**config.mk**
```make
export PLATFORM = sky130hd
export DESIGN_NAME = handshake_fifo_buffer
export DESIGN_NICKNAME = d
export VERILOG_FILES = /design/src/rtl/handshake_fifo_buffer.sv
export SDC_FILE = /design/constraint.sdc
export NUM_CORES = 1
export LEC_CHECK = 0
export CAP_MARGIN = 10
export CORE_ASPECT_RATIO = 1.75
export CORE_MARGIN = 2
export CORE_UTILIZATION = 42
export CTS_CLUSTER_DIAMETER = 30
export DETAILED_ROUTE_END_ITERATION = 7
export PLACE_DENSITY = 0.68
export SYNTH_ARGS = -nofsm -noshare
export SYNTH_HDL_FRONTEND = slang
export SYNTH_SLANG_ARGS = --single-unit
```
**constraint.sdc**
```tcl
create_clock -name clk -period 5.5 [get_ports clk]
set_clock_uncertainty 0.1 [all_clocks]
set_input_delay 0.825 -clock clk [delete_from_list [all_inputs] [get_ports clk]]
set_output_delay 0.825 -clock clk [all_outputs]
set_load 0.01 [all_outputs]
```
**src/rtl/handshake_fifo_buffer.sv**
```systemverilog
// Elastic valid/ready FIFO stage with registered ready and (by default) registered output.
// Define HANDSHAKE_FIFO_BUFFER_BYPASS_EN for a zero-latency pass-through when the FIFO is empty.
module handshake_fifo_buffer #(
    parameter int DATA_WIDTH = 32,
    parameter int DEPTH      = 4
) (
    input  logic                  clk,
    input  logic                  rst,
    input  logic [DATA_WIDTH-1:0] ins,
    input  logic                  ins_valid,
    output logic                  ins_ready,
    output logic [DATA_WIDTH-1:0] outs,
    output logic                  outs_valid,
    input  logic                  outs_ready
);
    localparam int PTR_W = (DEPTH > 1) ? $clog2(DEPTH) : 1;
    localparam int CNT_W = $clog2(DEPTH + 1);

    logic [DATA_WIDTH-1:0] mem [DEPTH];
    logic [PTR_W-1:0]      wr_ptr;
    logic [PTR_W-1:0]      rd_ptr;
    logic [CNT_W-1:0]      count;

    logic empty;
    logic full;
    logic push;
    logic pop;
    logic wr_en;
    logic rd_en;

    // Explicit wrap so non-power-of-two depths cycle through exactly DEPTH slots.
    function automatic logic [PTR_W-1:0] bump(input logic [PTR_W-1:0] p);
        return (p == PTR_W'(DEPTH - 1)) ? '0 : p + PTR_W'(1);
    endfunction

    assign empty     = (count == '0);
    assign full      = (count == CNT_W'(DEPTH));
    assign ins_ready = ~full;
    assign push      = ins_valid & ins_ready;
    assign pop       = outs_valid & outs_ready;

`ifdef HANDSHAKE_FIFO_BUFFER_BYPASS_EN
    logic bypass;

    // Empty and consumer ready: the token flows straight through and never touches storage.
    assign bypass     = empty & outs_ready;
    assign outs_valid = ~empty | ins_valid;
    assign outs       = empty ? ins : mem[rd_ptr];
    assign wr_en      = push & ~bypass;
    assign rd_en      = pop & ~empty;
`else
    assign outs_valid = ~empty;
    assign outs       = mem[rd_ptr];
    assign wr_en      = push;
    assign rd_en      = pop;
`endif

    always_ff @(posedge clk) begin
        if (rst) begin
            wr_ptr <= '0;
            rd_ptr <= '0;
            count  <= '0;
            for (int i = 0; i < DEPTH; i++) mem[i] <= '0;
        end else begin
            if (wr_en) begin
                mem[wr_ptr] <= ins;
                wr_ptr      <= bump(wr_ptr);
            end
            if (rd_en) rd_ptr <= bump(rd_ptr);
            case ({wr_en, rd_en})
                2'b10:   count <= count + CNT_W'(1);
                2'b01:   count <= count - CNT_W'(1);
                default: count <= count;
            endcase
        end
    end

endmodule

```
==> run_results.csv <==
group,metric,value,unit
outcome,status,"complete, no violations",
drt,routed_via_density,5.01,
final_layout,num-fill-cells,1231,
timing,tightestPinTransition,0.919,ns
synth,synth_top_flop_cell,"edfxtp_1",
synth,synth-edff-count,128,
timing,min_period,3.63,ns
synth,synth_seq_area_share,66.7,%
setup_path,cp.required,4.58,ns
cts,cts_buffers,17,
synth,synthCells,360,
timing,max_freq,275,MHz
synth,synth_cell_types,30,
final_layout,regArea,4030,sq um
cts,cts_root_buffer,"clkbuf_16",
setup_path,endpoint_kind,"primary output",
worst_hold_path,worstHoldStart,"rd_ptr[0]",
floorplan,floorplan.initialDensity,42.4,%
cts,cts_max_level,4,
global_routing,grt_antenna_before_repair,0,
floorplan,core-area,14200,sq um
drt,routed_wl,11600,um
pwr,switching_share,23.7,%
drt,num_vias,3126,
synth,synth_area,6040,sq um
pwr,intPower,2370,uW
synth,yosys_warnings,0,
pwr,power.leakage,0.00267,uW
setup_path,r2r-start,"count[2]",
pwr,power_density,418,nW/um^2
cts,clkTransAtPathRegs,0.05,ns
timing,hold_viol,0,
final_layout,nets,473,
drt,drt_iter0_markers,162,
synth,yosysTopAreaCell,"edfxtp_1",
global_routing,grtUsageMet2,30.8,%
place,place_hpwl,7060,um
synth,synth.avg_cell_area,16.8,sq um
drt,ant_nets,0,
synth,async_flop_share,0,%
final_layout,area_growth,23.1,%
synth,ys_top_cells_by_area,"edfxtp_1 64%, and2_1 13%, mux4_2 12%",
global_routing,grt_pass1_wl,18400,um
synth,synth_top_area_share,63.7,%
place,place_ws,1.89,ns
setup_path,r2r_end,"count[2]",
pwr,p_total,3100,uW
floorplan,die_h,163,um
final_layout,drive_gt1_share,16.9,%
cts,clkSinkCount,137,
setup_path,critPathArrivalTime,2.71,ns
timing,period_share,66.1,%
final_layout,insertedDiodeCount,0,
cts,post-cts-setup-buffer-count,0,
cts,cts_tree,"done",
synth,netlist_top_cells_count,"128 x and2_1, 128 x edfxtp_1, 32 x mux4_2, 9 x buf_6, 9 x dfxtp_1",
run,drv_cap,0,
floorplan,pin_count,70,
setup_path,crit_type,"reg2out",
cts,clk-insertion-delay-late,0.40,ns
global_routing,grt_use_total,16.5,%
global_routing,grt_busiest_layer,"met2",
timing,final-max-slew-violation-count,0,
drt,first_pass_iters,4,
cts,ctsHoldBuffers,0,
global_routing,grt_max_degree,34,
global_routing,grt_pass1_vias,3472,
timing,setup_viol,0,
pwr,seqPwrFrac,43.2,%
pwr,power_frac_clock,36.4,%
setup_path,reg2reg_depth,9,
drt,routedWlPerCell,18.6,um
pwr,combPwrFrac,20.5,%
place,place.gp.congestion,0.749,
cts,post_cts_resized,0,
timing,tns,0,ns
synth,synth.ff_latch_count,137,
drt,route.detailed.drc,0,
timing,relSlewSlack,38.7,%
setup_path,rrSetupSlack,2.94,ns
pwr,switching_power,737,uW
pwr,vdd_drop_max,0.213,mV
timing,fin_ws,1.87,ns
global_routing,grt_overflow,0,
setup_path,critPathLaunchType,"register",
global_routing,grt_use_met3,4.21,%
floorplan,die_area,15400,sq um
floorplan,rows,58,
global_routing,grt_util_met1,17.3,%
timing,rsz0062_at_grt,"false",
worst_hold_path,hold_path.class,"reg2reg",
place,port_buffers,69,
final_layout,multiInputGateArea,1840,sq um
cts,clock_path_buffers,2,
setup_path,worstPathMaxFanout,17,
worst_hold_path,holdPathStages,2,
synth,synth_fp_nets,400,
floorplan,die_w,94.6,um
per-layer routing:
layer	share of wire, %	routed length [um]
met5	0	0
met4	1.5	177
met3	3.1	355
met2	59	6870
met1	36	4200
registers in the layout (all words and copies together), names as in the netlist, named ones only:
register,flops
wr_ptr,2
mem,128
rd_ptr,2
count,3
per-stage QoR:
stage	instances	hold slack, ns	utilization, %	instance area [sq um]
after detailed placement	594	0.386	48.1	6840
final	624	0.391	52.2	7430
after global placement	594	0.375	48.1	6840
after CTS	624	0.394	52.2	7430
after floorplan	360	0.363	-	6040
after global routing	624	0.418	52.2	7430
how the worst max path moves through the flow:
| stage | slack, ns | cells past startpoint | start | to |
|---|---|---|---|---|
| after global placement | 1.93 | 5 | rst | mem[1][11] |
| final | 1.87 | 3 | register | outs[30] |
| after CTS | 1.75 | 3 | register | outs[30] |
| after global routing | 1.68 | 3 | register | outs[30] |
| after floorplan | 2.76 | 3 | rst | mem[1][0] |
| after detailed placement | 1.89 | 5 | rst | mem[1][18] |
logic make-up after synthesis:
| kind of cell | count (synthesis) | synth area share (%) |
|---|---|---|
| AO/OA/AOI/OAI | 10 | 0.953 |
| adder cells (fa/ha/maj) | 4 | 0.953 |
| XOR/XNOR | 2 | 0.290 |
| multiplexers | 33 | 12.1 |
| buffers and inverters | 26 | 2.88 |
| flip-flops | 137 | 66.7 |
| AND/OR/NAND/NOR | 148 | 16.2 |
cell type report:
cell class / instances / area share (%)
Sequential cell: 137 / 54.2
Multi-Input combinational cell: 197 / 24.8
Timing Repair Buffer: 74 / 9.80
Clock buffer: 18 / 5.78
Tap cell: 180 / 3.03
Clock inverter: 12 / 2.12
Inverter: 6 / 0.303
power groups by stage:
stage               Combinational, uW  Clock [uW]  Sequential, uW
global route                      685        1200            1360
CTS                               649        1150            1350
finish                            635        1130            1340
detailed placement                646           0            1370
floorplan                         407           0            1310
global placement                  632           0            1360
worst max-delay path: stages, from the launching register on:
cell	delay [ns]
dfxtp_2	0.75
buf_4	0.45
mux4_2	0.59
clkdlybuf4s50_1	0.50
placed cells by master (no fill, tap or decap), drive strengths merged, types with 2 or more instances in the layout:
master / Yosys / layout
and2: 128 / 128
ha: 3 / 3
or3: 3 / 3
nor2: 5 / 5
mux4: 32 / 32
nor4b: 2 / 2
a21oi: 5 / 5
clkdlybuf4s50: 0 / 69
bufinv: 0 / 4
inv: 6 / 6
clkbuf: 3 / 18
o21ai: 3 / 3
nand2: 2 / 2
dfxtp: 9 / 9
edfxtp: 128 / 128
buf: 17 / 5
xor2: 2 / 2
or2: 3 / 3
clkinv: 0 / 7
No activity file was read; power rests on OpenSTA's default activity.
